### src/rtl/cpu_core_mc_if.sv
// Memory-side bundle of cpu_core_mc: instruction fetch port and data port.
// The core drives requests through the master modport; memories use slave.
interface cpu_core_mc_if #(
  parameter int DATA_W = 8
) ();
  logic              imem_read;
  logic [31:0]       imem_addr;
  logic [31:0]       imem_rdata;
  logic              imem_busywait;
  logic              dmem_read;
  logic              dmem_write;
  logic [DATA_W-1:0] dmem_addr;
  logic [DATA_W-1:0] dmem_wdata;
  logic [DATA_W-1:0] dmem_rdata;
  logic              dmem_busywait;

  modport master (
    output imem_read, imem_addr, dmem_read, dmem_write, dmem_addr, dmem_wdata,
    input  imem_rdata, imem_busywait, dmem_rdata, dmem_busywait
  );

  modport slave (
    input  imem_read, imem_addr, dmem_read, dmem_write, dmem_addr, dmem_wdata,
    output imem_rdata, imem_busywait, dmem_rdata, dmem_busywait
  );
endinterface

### src/rtl/cpu_core_mc.sv
// cpu_core_mc: multi-cycle core, FETCH -> DECODE -> EXEC -> (MEM) -> (WB).
// All bus requests come from registers. Register file is written only in WB.
// Optional feature: define CPU_CORE_MC_MUL_EN to add opcode 15 (mult, 2-cycle
// EXEC); without it opcode 15 is an illegal opcode.
module cpu_core_mc #(
  parameter int DATA_W = 8,
  parameter int REG_N  = 8
) (
  input  logic         CLK,
  input  logic         RESET,
  cpu_core_mc_if.master bus,
  output logic [31:0]  pc,
  output logic [2:0]   state,
  output logic         illegal
);
  localparam int RI = $clog2(REG_N);
  localparam logic [7:0] DW8 = 8'(DATA_W);

  localparam logic [7:0] OP_LOADI = 8'd0,  OP_MOV = 8'd1,  OP_ADD = 8'd2,
                         OP_SUB   = 8'd3,  OP_AND = 8'd4,  OP_OR  = 8'd5,
                         OP_J     = 8'd6,  OP_BEQ = 8'd7,  OP_LWD = 8'd8,
                         OP_LWI   = 8'd9,  OP_SWD = 8'd10, OP_SWI = 8'd11,
                         OP_BNE   = 8'd12, OP_SLL = 8'd13, OP_SRL = 8'd14;
`ifdef CPU_CORE_MC_MUL_EN
  localparam logic [7:0] OP_MUL = 8'd15;
`endif

  typedef enum logic [2:0] {
    FETCH = 3'd0, DECODE = 3'd1, EXEC = 3'd2, MEM = 3'd3, WB = 3'd4
  } st_t;

  st_t                          st;
  logic [31:0]                  ir;
  logic [REG_N-1:0][DATA_W-1:0] regs;
  logic [DATA_W-1:0]            op_a, op_b, res, alu;
  logic                         imem_read_q, dmem_read_q, dmem_write_q;
  logic [DATA_W-1:0]            dmem_addr_q, dmem_wdata_q;
  logic                         legal;
`ifdef CPU_CORE_MC_MUL_EN
  logic                         mul_ph;
`endif

  // instruction fields
  logic [7:0]        opc, shamt;
  logic [RI-1:0]     rd, rs1, rs2;
  logic [DATA_W-1:0] imm_x;
  logic [31:0]       pc4, br_tgt;
  logic              is_ld, is_st, is_br, take;
  wire               unused_ir = ^ir[15:8];

  assign opc    = ir[31:24];
  assign rd     = ir[16 +: RI];
  assign rs1    = ir[8 +: RI];
  assign rs2    = ir[0 +: RI];
  assign shamt  = ir[7:0];
  assign imm_x  = DATA_W'($signed(ir[7:0]));
  assign pc4    = pc + 32'd4;
  assign br_tgt = pc4 + {{22{ir[23]}}, ir[23:16], 2'b00};
  assign is_ld  = (opc == OP_LWD) || (opc == OP_LWI);
  assign is_st  = (opc == OP_SWD) || (opc == OP_SWI);
  assign is_br  = (opc == OP_J) || (opc == OP_BEQ) || (opc == OP_BNE);
  assign take   = (opc == OP_J) || ((opc == OP_BEQ) && (op_a == op_b)) ||
                  ((opc == OP_BNE) && (op_a != op_b));

  assign state             = st;
  assign bus.imem_read     = imem_read_q;
  assign bus.imem_addr     = pc;
  assign bus.dmem_read     = dmem_read_q;
  assign bus.dmem_write    = dmem_write_q;
  assign bus.dmem_addr     = dmem_addr_q;
  assign bus.dmem_wdata    = dmem_wdata_q;

  // ALU result and opcode legality from the latched instruction
  always_comb begin
    alu   = '0;
    legal = 1'b1;
    case (opc)
      OP_LOADI: alu = imm_x;
      OP_MOV:   alu = op_a;
      OP_ADD:   alu = op_a + op_b;
      OP_SUB:   alu = op_a - op_b;
      OP_AND:   alu = op_a & op_b;
      OP_OR:    alu = op_a | op_b;
      OP_SLL:   alu = (shamt >= DW8) ? '0 : (op_a << shamt);
      OP_SRL:   alu = (shamt >= DW8) ? '0 : (op_a >> shamt);
      OP_J, OP_BEQ, OP_BNE, OP_LWD, OP_LWI, OP_SWD, OP_SWI: alu = '0;
`ifdef CPU_CORE_MC_MUL_EN
      OP_MUL:   alu = op_a * op_b;
`endif
      default:  legal = 1'b0;
    endcase
  end

  // control FSM, datapath registers, register file and bus requests
  always_ff @(posedge CLK) begin
    if (RESET) begin
      st           <= FETCH;
      pc           <= '0;
      ir           <= '0;
      regs         <= '0;
      op_a         <= '0;
      op_b         <= '0;
      res          <= '0;
      illegal      <= 1'b0;
      imem_read_q  <= 1'b0;
      dmem_read_q  <= 1'b0;
      dmem_write_q <= 1'b0;
      dmem_addr_q  <= '0;
      dmem_wdata_q <= '0;
`ifdef CPU_CORE_MC_MUL_EN
      mul_ph       <= 1'b0;
`endif
    end else begin
      case (st)
        FETCH: begin
          // first cycle out of reset only raises the request
          if (!imem_read_q) imem_read_q <= 1'b1;
          else if (!bus.imem_busywait) begin
            ir          <= bus.imem_rdata;
            imem_read_q <= 1'b0;
            st          <= DECODE;
          end
        end
        DECODE: begin
          op_a <= regs[rs1];
          op_b <= regs[rs2];
          st   <= EXEC;
        end
        EXEC: begin
          res <= alu;
          if (!legal) begin
            illegal     <= 1'b1;
            pc          <= pc4;
            imem_read_q <= 1'b1;
            st          <= FETCH;
          end else if (is_ld || is_st) begin
            pc           <= pc4;
            dmem_addr_q  <= ((opc == OP_LWD) || (opc == OP_SWD)) ? op_b : imm_x;
            dmem_wdata_q <= op_a;
            dmem_read_q  <= is_ld;
            dmem_write_q <= is_st;
            st           <= MEM;
          end else if (is_br) begin
            pc          <= take ? br_tgt : pc4;
            imem_read_q <= 1'b1;
            st          <= FETCH;
          end
`ifdef CPU_CORE_MC_MUL_EN
          else if ((opc == OP_MUL) && !mul_ph) mul_ph <= 1'b1;
`endif
          else begin
            pc <= pc4;
            st <= WB;
          end
        end
        MEM: begin
          // request holds until the edge that sees busywait low
          if (!bus.dmem_busywait) begin
            dmem_read_q  <= 1'b0;
            dmem_write_q <= 1'b0;
            if (dmem_read_q) begin
              res <= bus.dmem_rdata;
              st  <= WB;
            end else begin
              imem_read_q <= 1'b1;
              st          <= FETCH;
            end
          end
        end
        WB: begin
          regs[rd]    <= res;
          imem_read_q <= 1'b1;
          st          <= FETCH;
`ifdef CPU_CORE_MC_MUL_EN
          mul_ph      <= 1'b0;
`endif
        end
        default: st <= FETCH;
      endcase
    end
  end
endmodule

### src/flat_wrapper.sv
// flat-port wrapper written by rule: the top's interface ports become plain ports
module cpu_core_mc_flat 
#(
  parameter int DATA_W = 8,
  parameter int REG_N  = 8
)
  (CLK, RESET, pc, state, illegal, bus_imem_read, bus_imem_addr, bus_dmem_read, bus_dmem_write, bus_dmem_addr, bus_dmem_wdata, bus_imem_rdata, bus_imem_busywait, bus_dmem_rdata, bus_dmem_busywait);
  cpu_core_mc_if #(.DATA_W(DATA_W)) bus_i ();
  input  logic CLK;
  input  logic RESET;
  output logic [31:0] pc;
  output logic [2:0] state;
  output logic illegal;
  output wire logic [$bits(bus_i.imem_read)-1:0] bus_imem_read;
  output wire logic [$bits(bus_i.imem_addr)-1:0] bus_imem_addr;
  output wire logic [$bits(bus_i.dmem_read)-1:0] bus_dmem_read;
  output wire logic [$bits(bus_i.dmem_write)-1:0] bus_dmem_write;
  output wire logic [$bits(bus_i.dmem_addr)-1:0] bus_dmem_addr;
  output wire logic [$bits(bus_i.dmem_wdata)-1:0] bus_dmem_wdata;
  input wire logic [$bits(bus_i.imem_rdata)-1:0] bus_imem_rdata;
  input wire logic [$bits(bus_i.imem_busywait)-1:0] bus_imem_busywait;
  input wire logic [$bits(bus_i.dmem_rdata)-1:0] bus_dmem_rdata;
  input wire logic [$bits(bus_i.dmem_busywait)-1:0] bus_dmem_busywait;
  assign bus_imem_read = bus_i.imem_read;
  assign bus_imem_addr = bus_i.imem_addr;
  assign bus_dmem_read = bus_i.dmem_read;
  assign bus_dmem_write = bus_i.dmem_write;
  assign bus_dmem_addr = bus_i.dmem_addr;
  assign bus_dmem_wdata = bus_i.dmem_wdata;
  assign bus_i.imem_rdata = bus_imem_rdata;
  assign bus_i.imem_busywait = bus_imem_busywait;
  assign bus_i.dmem_rdata = bus_dmem_rdata;
  assign bus_i.dmem_busywait = bus_dmem_busywait;
  cpu_core_mc #(.DATA_W(DATA_W), .REG_N(REG_N)) u_core (.CLK(CLK), .RESET(RESET), .bus(bus_i), .pc(pc), .state(state), .illegal(illegal));
endmodule
### config.mk
export PLATFORM = sky130hd
export DESIGN_NAME = cpu_core_mc_flat
export DESIGN_NICKNAME = d
export VERILOG_FILES = /design/src/rtl/cpu_core_mc_if.sv /design/src/rtl/cpu_core_mc.sv /design/src/flat_wrapper.sv
export SDC_FILE = /design/constraint.sdc
export NUM_CORES = 1
export LEC_CHECK = 0
export ABC_CLOCK_PERIOD_IN_PS = 10500
export BUFFER_PORTS_ARGS = -buffer_cell sky130_fd_sc_hd__buf_2
export CORE_MARGIN = 3
export CORE_UTILIZATION = 50
export CTS_BUF_LIST = sky130_fd_sc_hd__clkbuf_16
export CTS_CLUSTER_SIZE = 30
export DETAILED_ROUTE_END_ITERATION = 8
export GPL_ROUTABILITY_DRIVEN = 0
export PLACE_DENSITY = 0.77
export SKIP_LAST_GASP = 1
export SLEW_MARGIN = 20
export SYNTH_ARGS = -nofsm -noshare
export SYNTH_HDL_FRONTEND = slang
export SYNTH_SLANG_ARGS = --single-unit
### constraint.sdc
create_clock -name CLK -period 10.5 [get_ports CLK]
set_input_delay 1.05 -clock CLK [delete_from_list [all_inputs] [get_ports CLK]]
set_output_delay 1.05 -clock CLK [all_outputs]
set_load 0.005 [all_outputs]
==> summary.txt, run 1 <==
Pwr
  • Switching share of total power: 0.296
  • Pwr Density: 115 mW/mm2
  • Maximum ir drop on the vdd rail: 109 uV
  • Part of the total power dissipated in combinational logic: 0.128
  • Internal portion of total power: 0.00103 W
  • Net switching power of the design: 0.000433 W
  • Pleak: 5.31 nW
  • Sequential cell fraction of total power: 0.467
  • Clock Power Share: 0.405

Critical path
  • Worst reg2reg path depth: 14
  • CP Depth: 14
  • Launch point of the critical path: u_core.bus.imem_addr[4]$_SDFFE_PP0N_
  • Highest fanout seen on the critical path: 9
  • Critical path destination: u_core.bus.imem_addr[29]$_SDFFE_PP0N_
  • Cells traversed along the worst timing path: and4_1, nand4_4, nor2_1, and3_1, xor2_1, ha_1, and3_1, nand3_1, nor4bb_1, o311ai_1, a21oi_1, o21ai_0, or3_1, and4_1
  • CP Buf/Inv Count: 0
  • Largest incremental delay on the critical path: 670 ps
  • Type of element launching the critical path: flip-flop
  • WS Path Type: flip-flop to flip-flop
  • Kind of cell adding the most delay to the critical path: simple AND/OR/NAND/NOR gates
  • End of the worst register-to-register path: u_core.bus.imem_addr[29]$_SDFFE_PP0N_
  • Slowest-stage cell, CP: sky130_fd_sc_hd__nor4bb_1
  • Reg-to-reg startpoint: u_core.bus.imem_addr[4]$_SDFFE_PP0N_
  • Critical Path End Type: flip-flop
  • Required time worst endpoint: 10820 ps
  • Signal arrival time at the worst endpoint: 4880 ps
  • Minimum setup slack among reg-to-reg paths: 5940 ps

Synthesis
  • Sequential fraction of the synthesis area: 0.288
  • Synth Cell Area: 0.0117 mm2
  • Number of enable-type register cells in the synthesized netlist: 0
  • Flip-flop cell with the highest count after synthesis: sky130_fd_sc_hd__dfxtp_1
  • Yosys warning total: 0
  • Mean cell area of the mapped netlist: 8.41 um2
  • Post-synthesis register bit count: 168
  • FFs w/ async S/R, synth: 0
  • Synthesized instance count: 1387
  • Post-synth cell types: 75

Clock network
  • Hold Buf Count CTS: 0
  • Clock slew at reported path FFs: 70 ps
  • H-tree lvl count: 4
  • Number of buffers created by CTS: 17
  • Cts repair resizes: 0
  • Bufs on Longest Clock Path: 2
  • Clock latency of the later-clocked register in the worst-skew pair: 430 ps
  • Buffer cell driving the clock tree root: sky130_fd_sc_hd__clkbuf_16
  • Clock tree from TritonCTS: built
  • Number of setup buffers added after CTS: 0
  • CTS sink count: 168

Floorplan
  • Number of placement rows: 55
  • Area of the die: 0.0252 mm2
  • Area of the core: 0.0228 mm2
  • Initial Utilization: 0.512
  • Vertical extent of the die: 159 um
  • Die span in x: 159 um
  • Number of top-level pins: 131

Global routing
  • Vias in the first global route: 10.1k
  • Pin count of the biggest net entering global routing: 97
  • Wire length of the first global-routing pass: 52400 um
  • Number of antenna violations at the first check in global routing: 0
  • GRT Util Overall: 0.251
  • Congestion Overflow GR: 0

Worst hold path
  • HP Class: flip-flop to flip-flop
  • Critical hold path startpoint: u_core.bus.dmem_wdata[4]$_SDFFE_PP0P_

Detailed routing
  • Top metal layer carrying routed signals: met4
  • Number of nets still failing antenna checks after routing: 0
  • Violation count after the first detailed-route iteration: 1171
  • Mean routed wirelength per cell: 18.9 um
  • Total met3 wirelength after detailed routing: 2900 um
  • Via total after detailed routing: 10.7k
  • Initial DRT Pass Iterations: 5
  • Length of routed met2 wiring: 14800 um
  • Per-cell via count in the routed design: 6.17
  • WL met1: 14100 um
  • Routed wire length: 32900 um
  • Post-route DRC: 0

Outcome
  • Outcome: complete, no violations

Final layout
  • Post-layout nets: 1522
  • Area grow syn2layout: 9.03%
  • Share of post-route cells with drive strength above 1: 0.165
  • Count of antenna diodes in the layout: 0

Timing
  • Count of pins over their slew limit: 0
  • Final Skew: 13.0 ps
  • Unrepaired setup endpoints after global routing: no
  • Tightest slew margin relative to the limit: 0.284
  • Final period utilization: 0.434
  • Final critical-path required period: 4560 ps
  • Final hold viol count: 0
  • Max frequency: 219 MHz
  • Hold Worst Slack: 451 ps
  • Endpoints failing setup: 0
  • Setup_tns: 0 ps
  • Slew at the pin closest to its max-slew limit: 1070 ps

Placement
  • Number of buffers inserted by port buffering: 121
  • Final HPWL DP: 22900 um

Run
  • Maximum Capacitance Violations: 0
final cells by class:
type / count / area (um2)
fillers: 2091 / 10100
multi-input cells: 1059 / 7570
flip-flops and latches: 168 / 3360
repair buffers: 135 / 713
clock buffers: 17 / 425
well taps: 313 / 392
inverters: 34 / 128
clock inverters: 15 / 118
routing by layer:
metal,vias up,GRT usage
li1,5021,-
met4,0,0.103
met5,-,0
met3,85,0.0342
met1,5078,0.347
met2,554,0.396
synth_stat cells, types with 37 or more instances:
| master | n | area share |
|---|---|---|
| sky130_fd_sc_hd__o21ai_0 | 55 | 0.024 |
| sky130_fd_sc_hd__mux4_2 | 40 | 0.077 |
| sky130_fd_sc_hd__dfxtp_1 | 168 | 0.29 |
| sky130_fd_sc_hd__mux2i_1 | 98 | 0.084 |
| sky130_fd_sc_hd__a21oi_1 | 112 | 0.048 |
| sky130_fd_sc_hd__nor2_1 | 152 | 0.049 |
| sky130_fd_sc_hd__buf_4 | 37 | 0.024 |
| sky130_fd_sc_hd__ha_1 | 60 | 0.064 |
| sky130_fd_sc_hd__clkbuf_1 | 70 | 0.023 |
| sky130_fd_sc_hd__a211oi_1 | 41 | 0.026 |
| sky130_fd_sc_hd__nand2_1 | 157 | 0.051 |
state kept, by name (all words and copies together), names as in the netlist:
signal,flops
u_core.ir,27
u_core.bus.dmem_addr,8
u_core.state,3
u_core.op_a,8
u_core.bus.dmem_write,1
u_core.illegal,1
u_core.bus.dmem_wdata,8
u_core.bus.imem_addr,30
u_core.res,8
u_core.regs,64
u_core.bus.dmem_read,1
u_core.bus.imem_read,1
u_core.op_b,8
metrics by stage:
step / util / instance area (um2) / cells / total power (W) / setup WS (ps)
after floorplan: - / 11700 / 1390 / 0.000825 / 7020
after global placement: 0.534 / 12200 / 1709 / 0.000876 / 6230
after detailed placement: 0.534 / 12200 / 1709 / 0.000881 / 6130
after CTS: 0.558 / 12700 / 1741 / 0.00147 / 6110
after global routing: 0.558 / 12700 / 1741 / 0.00152 / 5760
final: 0.558 / 12700 / 1741 / 0.00147 / 5940
worst min path at each step:
stage | to | slack (ps) | depth (start not counted)
CTS | u_core.bus.dmem_wdata[3]$_SDFFE_PP0P_ | 460 | 2
global route | u_core.bus.dmem_wdata[3]$_SDFFE_PP0P_ | 470 | 2
detailed placement | u_core.bus.dmem_wdata[3]$_SDFFE_PP0P_ | 450 | 2
finish | u_core.bus.dmem_wdata[4]$_SDFFE_PP0P_ | 450 | 2
global placement | u_core.bus.dmem_wdata[4]$_SDFFE_PP0P_ | 440 | 2
floorplan | u_core.ir[19]$_SDFFE_PP0P_ | 440 | 2
tightest hold or removal path: stages, from the launching register on:
cell and delay [ps]:
sky130_fd_sc_hd__dfxtp_1 310, sky130_fd_sc_hd__nand2_1 50, sky130_fd_sc_hd__a21oi_1 50
kinds of logic (layout without fill, tap and decap cells):
kind of cell,count (synthesis),after routing,synth area share
mux,140,140,0.163
flops,168,168,0.288
simple gates,467,467,0.190
buf+inv,163,201,0.0657
compound gates,333,333,0.183
xor+xnor,52,52,0.0397
other cells,1,4,0.000322
fa+ha+maj,63,63,0.0695
layout by cell type (no fill, tap or decap), types with 22 or more instances in the layout:
master,n
sky130_fd_sc_hd__mux4_2,40
sky130_fd_sc_hd__mux2i_1,98
sky130_fd_sc_hd__ha_1,60
sky130_fd_sc_hd__xnor2_1,34
sky130_fd_sc_hd__nor2_1,152
sky130_fd_sc_hd__buf_2,120
sky130_fd_sc_hd__inv_1,36
sky130_fd_sc_hd__o21ai_0,55
sky130_fd_sc_hd__nand2_1,157
sky130_fd_sc_hd__a211oi_1,41
sky130_fd_sc_hd__nand3_1,31
sky130_fd_sc_hd__dfxtp_1,167
sky130_fd_sc_hd__a21o_1,22
sky130_fd_sc_hd__a21oi_1,112
power groups by stage:
stage | registers [W] | clock network, W | logic [W]
after floorplan | 0.000677 | 0 | 0.000148
after global placement | 0.000696 | 0 | 0.000180
after detailed placement | 0.000698 | 0 | 0.000183
after CTS | 0.000683 | 0.000601 | 0.000185
after global routing | 0.000687 | 0.000628 | 0.000204
final | 0.000684 | 0.000594 | 0.000187
(Power assumes the default switching activity.)
==> inputs of run 2 (changes only) <==
--- a/config.mk
+++ b/config.mk
@@ -5,7 +5,7 @@
 export SDC_FILE = /design/constraint.sdc
 export NUM_CORES = 1
 export LEC_CHECK = 0
-export ABC_CLOCK_PERIOD_IN_PS = 10500
+export ABC_CLOCK_PERIOD_IN_PS = 3800
 export BUFFER_PORTS_ARGS = -buffer_cell sky130_fd_sc_hd__buf_2
 export CORE_MARGIN = 3
 export CORE_UTILIZATION = 50
@@ -13,7 +13,7 @@
 export CTS_CLUSTER_SIZE = 30
 export DETAILED_ROUTE_END_ITERATION = 8
 export GPL_ROUTABILITY_DRIVEN = 0
-export PLACE_DENSITY = 0.77
+export PLACE_DENSITY = 0.8
 export SKIP_LAST_GASP = 1
 export SLEW_MARGIN = 20
 export SYNTH_ARGS = -nofsm -noshare
==> constraint.sdc (replaced) <==
create_clock -name CLK -period 3.8 [get_ports CLK]
set_input_delay 0.38 -clock CLK [delete_from_list [all_inputs] [get_ports CLK]]
set_output_delay 0.38 -clock CLK [all_outputs]
set_load 0.005 [all_outputs]
==> summary.txt, run 2 (synthesis results as in run 1) <==
Outcome
  • Outcome: complete, no violations

Pwr
  • Pleak: 5.57 nW
  • Clock Power Share: 0.416
  • Internal portion of total power: 0.00294 W
  • Part of the total power dissipated in combinational logic: 0.133
  • Net switching power of the design: 0.00122 W
  • Switching share of total power: 0.293
  • Sequential cell fraction of total power: 0.451
  • Maximum ir drop on the vdd rail: 220 uV
  • Pwr Density: 318 mW/mm2

Final layout
  • Count of antenna diodes in the layout: 0
  • Final instance area: 0.0131 mm2
  • Number of filler cells placed in the layout: 1991
  • Footprint of the flip-flops and latches: 0.00337 mm2
  • Commonest cells after routing, fill and taps aside: sky130_fd_sc_hd__dfxtp_1 (166), sky130_fd_sc_hd__nand2_1 (157), sky130_fd_sc_hd__nor2_1 (150), sky130_fd_sc_hd__buf_2 (120), sky130_fd_sc_hd__a21oi_1 (111)
  • Post-Route Utilization: 0.575
  • Most flops, register: u_core.regs
  • Number of flip-flops in the largest register: 64
  • Most common library cell in the layout ignoring fill and taps: sky130_fd_sc_hd__dfxtp_1
  • Area grow syn2layout: 12.3%
  • Final cell count without fillers: 1777
  • Post-layout nets: 1558
  • Area of combinational cells with multiple inputs: 0.00763 mm2
  • Share of post-route cells with drive strength above 1: 0.192

Critical path
  • Worst reg2reg path depth: 14
  • WS Path Type: flip-flop to flip-flop
  • Critical Path End Type: flip-flop
  • Type of element launching the critical path: flip-flop
  • Required time worst endpoint: 4140 ps
  • Signal arrival time at the worst endpoint: 4040 ps
  • Highest fanout seen on the critical path: 7

Detailed routing
  • Violation count after the first detailed-route iteration: 1374
  • Via total after detailed routing: 10.8k
  • Post-route DRC: 0
  • Mean routed wirelength per cell: 18.7 um
  • Routed wire length: 33200 um
  • Number of nets still failing antenna checks after routing: 0
  • Per-cell via count in the routed design: 6.10
  • Initial DRT Pass Iterations: 6

Clock network
  • Clock slew at reported path FFs: 70 ps
  • Buffer cell driving the clock tree root: sky130_fd_sc_hd__clkbuf_16
  • H-tree lvl count: 4
  • Bufs on Longest Clock Path: 2
  • Clock tree from TritonCTS: built
  • Number of buffers created by CTS: 17
  • Clock latency of the later-clocked register in the worst-skew pair: 440 ps
  • Hold Buf Count CTS: 0
  • CTS sink count: 168

Timing
  • Final Skew: 8.68 ps
  • Tightest slew margin relative to the limit: 0.267
  • Count of pins over their slew limit: 0
  • Final hold viol count: 0
  • Setup_tns: 0 ps
  • Hold Worst Slack: 174 ps
  • Slew at the pin closest to its max-slew limit: 1100 ps
  • Final critical-path required period: 3710 ps
  • Max frequency: 270 MHz
  • Final period utilization: 0.975
  • Endpoints failing setup: 0

Floorplan
  • Area of the die: 0.0252 mm2
  • Number of placement rows: 55
  • Area of the core: 0.0228 mm2
  • Number of top-level pins: 131
  • Vertical extent of the die: 159 um
  • Die span in x: 159 um
  • Initial Utilization: 0.512

Run
  • Maximum Capacitance Violations: 0

Global routing
  • Vias in the first global route: 10.2k
  • Wire length of the first global-routing pass: 53000 um
  • GRT Util Overall: 0.255
  • Pin count of the biggest net entering global routing: 91
  • Number of antenna violations at the first check in global routing: 0
  • Congestion Overflow GR: 0

Placement
  • Instance count after placement with tap cells included: 1744
  • Standard cell area after detailed placement: 0.0124 mm2
  • Number of buffers inserted by port buffering: 121
  • Final HPWL DP: 23500 um

Worst hold path
  • HP Class: primary input to flip-flop
  • Cell count of the worst hold path: 3
## run 2: stage by stage
| step | worst slack [ps] | power, W |
|---|---|---|
| finish | 95.0 | 0.00417 |
| global route | -3.86 | 0.00432 |
| CTS | 102 | 0.00416 |
| detailed placement | 122 | 0.00245 |
| global placement | 263 | 0.00244 |
| floorplan | 319 | 0.00228 |
## run 2: final cells by class
class | count | area share
multi-input combinational | 1059 | 0.583
tap | 313 | 0.0299
inverter | 34 | 0.00974
clock buffer | 17 | 0.0325
timing repair buffer | 171 | 0.0760
sequential | 168 | 0.257
clock inverter | 15 | 0.0118
## run 2: what timing repair did
action | CTS | global route
resized for setup | 0 | 13
buffers inserted | 0 | 1
endpoints found under the setup margin | 0 | 4
## run 2: path summary, 6_finish.rpt
check / start / end / slack, ps
setup / recovery: u_core.bus.imem_addr[10]$_SDFFE_PP0N_ / u_core.bus.imem_addr[31]$_SDFFE_PP0N_ / 90
hold / removal: bus_imem_rdata[8] / u_core.ir[8]$_SDFFE_PP0P_ / 170
setup reg to reg: u_core.bus.imem_addr[10]$_SDFFE_PP0N_ / u_core.bus.imem_addr[31]$_SDFFE_PP0N_ / 90
hold reg to reg: u_core.bus.dmem_wdata[4]$_SDFFE_PP0P_ / u_core.bus.dmem_wdata[4]$_SDFFE_PP0P_ / 450
## run 2: power groups by stage
| stage | Sequential, W | Combinational (W) | Clock, W |
|---|---|---|---|
| after floorplan | 0.00187 | 0.000410 | 0 |
| after global placement | 0.00191 | 0.000528 | 0 |
| after detailed placement | 0.00191 | 0.000538 | 0 |
| after CTS | 0.00187 | 0.000543 | 0.00174 |
| after global routing | 0.00188 | 0.000602 | 0.00184 |
| final | 0.00188 | 0.000554 | 0.00173 |
## run 2: routing by layer
| layer | track usage | up-vias | wire length, um |
|---|---|---|---|
| li1 | - | 5120 | - |
| met1 | 0.350 | 5094 | 14100 |
| met2 | 0.412 | 548 | 15300 |
| met3 | 0.0373 | 72 | 2870 |
| met4 | 0.0899 | 0 | 964 |
| met5 | 0 | - | 0 |
## run 2: worst max-delay path, cell delays in order (launching register included)
cell	delay, ps
sky130_fd_sc_hd__dfxtp_1	460
sky130_fd_sc_hd__and3_1	300
sky130_fd_sc_hd__nand4_1	240
sky130_fd_sc_hd__buf_4	220
sky130_fd_sc_hd__nor4_4	390
sky130_fd_sc_hd__xor2_1	200
sky130_fd_sc_hd__ha_1	330
sky130_fd_sc_hd__a21o_1	220
sky130_fd_sc_hd__nand2_1	100
sky130_fd_sc_hd__nand2b_1	70
sky130_fd_sc_hd__a221o_1	360
sky130_fd_sc_hd__a41o_1	270
sky130_fd_sc_hd__nand2_1	120
sky130_fd_sc_hd__mux2i_1	80
sky130_fd_sc_hd__a31o_2	240
==> inputs of run 3 (changes only) <==
--- a/config.mk
+++ b/config.mk
@@ -7,13 +7,15 @@
 export LEC_CHECK = 0
 export ABC_CLOCK_PERIOD_IN_PS = 3800
 export BUFFER_PORTS_ARGS = -buffer_cell sky130_fd_sc_hd__buf_2
+export CELL_PAD_IN_SITES_DETAIL_PLACEMENT = 1
+export CELL_PAD_IN_SITES_GLOBAL_PLACEMENT = 2
 export CORE_MARGIN = 3
-export CORE_UTILIZATION = 50
+export CORE_UTILIZATION = 33
 export CTS_BUF_LIST = sky130_fd_sc_hd__clkbuf_16
 export CTS_CLUSTER_SIZE = 30
 export DETAILED_ROUTE_END_ITERATION = 8
 export GPL_ROUTABILITY_DRIVEN = 0
-export PLACE_DENSITY = 0.8
+export PLACE_DENSITY = 0.85
 export SKIP_LAST_GASP = 1
 export SLEW_MARGIN = 20
 export SYNTH_ARGS = -nofsm -noshare
==> constraint.sdc (replaced) <==
create_clock -name CLK -period 3.8 [get_ports CLK]
set_input_delay 0.19 -clock CLK [delete_from_list [all_inputs] [get_ports CLK]]
set_output_delay 0.19 -clock CLK [all_outputs]
set_load 0.005 [all_outputs]
==> summary.txt, run 3 (synthesis results as in run 1) <==
Outcome
  • Outcome: complete, no violations

Placement
  • Standard cell area after detailed placement: 0.0128 mm2
  • Final HPWL DP: 28800 um
  • Number of buffers inserted by port buffering: 121

Timing
  • Final period utilization: 0.943
  • Unrepaired setup endpoints after global routing: yes
  • Count of pins over their slew limit: 0
  • Tightest slew margin relative to the limit: 0.386
  • Max frequency: 279 MHz
  • Final Skew: 10.3 ps
  • Setup_tns: 0 ps
  • Slew at the pin closest to its max-slew limit: 920 ps
  • Endpoints failing setup: 0
  • Final critical-path required period: 3580 ps
  • Final hold viol count: 0

Clock network
  • CTS sink count: 168
  • Clock slew at reported path FFs: 70 ps
  • Clock latency of the later-clocked register in the worst-skew pair: 450 ps
  • Clock tree from TritonCTS: built
  • Number of buffers created by CTS: 17
  • Number of setup buffers added after CTS: 0
  • Bufs on Longest Clock Path: 2
  • H-tree lvl count: 4
  • Buffer cell driving the clock tree root: sky130_fd_sc_hd__clkbuf_16

Detailed routing
  • Mean routed wirelength per cell: 20.0 um
  • Post-route DRC: 0
  • Initial DRT Pass Iterations: 5
  • Number of nets still failing antenna checks after routing: 0
  • Violation count after the first detailed-route iteration: 575
  • Via total after detailed routing: 10.8k
  • Per-cell via count in the routed design: 5.52
  • Routed wire length: 39100 um

Critical path
  • End of the worst register-to-register path: u_core.bus.imem_addr[31]$_SDFFE_PP0N_
  • Signal arrival time at the worst endpoint: 3920 ps
  • Slowest-stage cell, CP: sky130_fd_sc_hd__dfxtp_1
  • Most repeated library cell on the critical path: sky130_fd_sc_hd__nand2_1
  • Type of element launching the critical path: flip-flop
  • WS Path Type: flip-flop to flip-flop
  • Critical Path End Type: flip-flop
  • Required time worst endpoint: 4140 ps
  • Highest fanout seen on the critical path: 8
  • Reg-to-reg startpoint: u_core.bus.imem_addr[18]$_SDFFE_PP0N_
  • Worst reg2reg path depth: 14
  • Cells traversed along the worst timing path: and3_1, nand3_1, nor4_2, buf_4, xor2_1, ha_1, a21o_1, nand2_1, nand2b_1, a221o_1, a41o_1, nand2_1, mux2i_1, a31o_2
  • Largest incremental delay on the critical path: 450 ps
  • Minimum setup slack among reg-to-reg paths: 220 ps

Pwr
  • Maximum ir drop on the vdd rail: 309 uV
  • Clock Power Share: 0.417
  • Net switching power of the design: 0.00128 W
  • Sequential cell fraction of total power: 0.441
  • Pwr Density: 312 mW/mm2
  • Part of the total power dissipated in combinational logic: 0.143
  • Internal portion of total power: 0.00297 W
  • Pleak: 5.73 nW
  • Switching share of total power: 0.301

Floorplan
  • Number of placement rows: 68
  • Vertical extent of the die: 194 um
  • Die span in x: 194 um
  • Area of the die: 0.0376 mm2
  • Number of top-level pins: 131
  • Area of the core: 0.0347 mm2
  • Initial Utilization: 0.336

Worst hold path
  • Critical hold path startpoint: bus_imem_rdata[8]
  • Cell count of the worst hold path: 3
  • Min-Delay Endpoint: u_core.ir[8]$_SDFFE_PP0P_
  • HP Class: primary input to flip-flop

Global routing
  • Vias in the first global route: 11.0k
  • Number of antenna violations at the first check in global routing: 1
  • Wire length of the first global-routing pass: 61900 um
  • GRT Util Overall: 0.203
  • Congestion Overflow GR: 0
  • Pin count of the biggest net entering global routing: 89

Final layout
  • Most common library cell in the layout ignoring fill and taps: sky130_fd_sc_hd__dfxtp_1
  • Post-layout nets: 1593
  • Area grow syn2layout: 16.6%
  • Commonest cells after routing, fill and taps aside: sky130_fd_sc_hd__dfxtp_1 (167), sky130_fd_sc_hd__nand2_1 (156), sky130_fd_sc_hd__nor2_1 (152), sky130_fd_sc_hd__buf_2 (120), sky130_fd_sc_hd__a21oi_1 (110)
  • Final instance area: 0.0136 mm2
  • Number of flip-flops in the largest register: 64
  • Most flops, register: u_core.regs
  • Number of filler cells placed in the layout: 4146
  • Count of antenna diodes in the layout: 0
  • Share of post-route cells with drive strength above 1: 0.200

Run
  • Maximum Capacitance Violations: 0
run 3: timing repair:
action                                  CTS  global route
endpoints found under the hold margin    19             0
hold buffers                             19             0
endpoints found under the setup margin    0             5
resized for setup                         0            11
run 3: per-stage QoR:
stage	hold WS (ps)	std cells	util	power [W]	setup slack (ps)
floorplan	326	1390	-	0.00228	319
global placement	442	1903	0.368	0.00248	183
detailed placement	444	1903	0.368	0.00249	15.9
CTS	0.655	1954	0.390	0.00427	0.747
global route	7.50	1954	0.392	0.00442	-22.0
finish	10.8	1954	0.392	0.00424	218
run 3: layout make-up:
type                       instances  area [um2]  share of cell area
inverter                          34         128             0.00939
clock inverter                    15         161              0.0119
tap                              455         569              0.0419
clock buffer                      17         425              0.0313
timing repair buffer             206        1320              0.0970
multi-input combinational       1059        7630               0.561
sequential                       168        3360               0.247
run 3: power by group through the flow:
| stage | sequential (W) | combinational, W | clock, W |
|---|---|---|---|
| 2_1_floorplan | 0.00187 | 0.000410 | 0 |
| 3_3_place_gp | 0.00191 | 0.000574 | 0 |
| 3_5_place_dp | 0.00191 | 0.000583 | 0 |
| 4_1_cts | 0.00187 | 0.000603 | 0.00180 |
| 5_1_grt | 0.00188 | 0.000665 | 0.00188 |
| 6_report | 0.00187 | 0.000606 | 0.00177 |
run 3: critical path, delay by kind of cell, from the launching register on:
family                   cells  cell delay (ps)
flip-flops                   1              450
buffers and inverters        1              210
XOR/XNOR                     1              190
adder cells (fa/ha/maj)      1              270
multiplexers                 1               80
AND/OR/NAND/NOR              6             1210
AO/OA/AOI/OAI                4             1080
run 3: routing by layer:
layer  global-route usage  share of wire  vias to the layer above
li1                     -              -                     5160
met5                    0              0                        -
met1                0.285           0.48                     5341
met2                0.332           0.47                      242
met4               0.0529          0.016                        0
met3               0.0240          0.037                       46
run 3: worst max path at each step:
stage / from / to / slack (ps) / cells after the start
finish: u_core.bus.imem_addr[18]$_SDFFE_PP0N_ / u_core.bus.imem_addr[31]$_SDFFE_PP0N_ / 220 / 14
global route: u_core.bus.imem_addr[6]$_SDFFE_PP0N_ / u_core.bus.imem_addr[29]$_SDFFE_PP0N_ / -20 / 14
CTS: u_core.bus.imem_addr[5]$_SDFFE_PP0N_ / u_core.bus.imem_addr[29]$_SDFFE_PP0N_ / 0.7 / 14
detailed placement: u_core.bus.imem_addr[5]$_SDFFE_PP0N_ / u_core.bus.imem_addr[29]$_SDFFE_PP0N_ / 20 / 14
global placement: u_core.bus.imem_addr[7]$_SDFFE_PP0N_ / u_core.bus.imem_addr[29]$_SDFFE_PP0N_ / 180 / 14
floorplan: u_core.bus.imem_addr[4]$_SDFFE_PP0N_ / u_core.bus.imem_addr[29]$_SDFFE_PP0N_ / 320 / 15
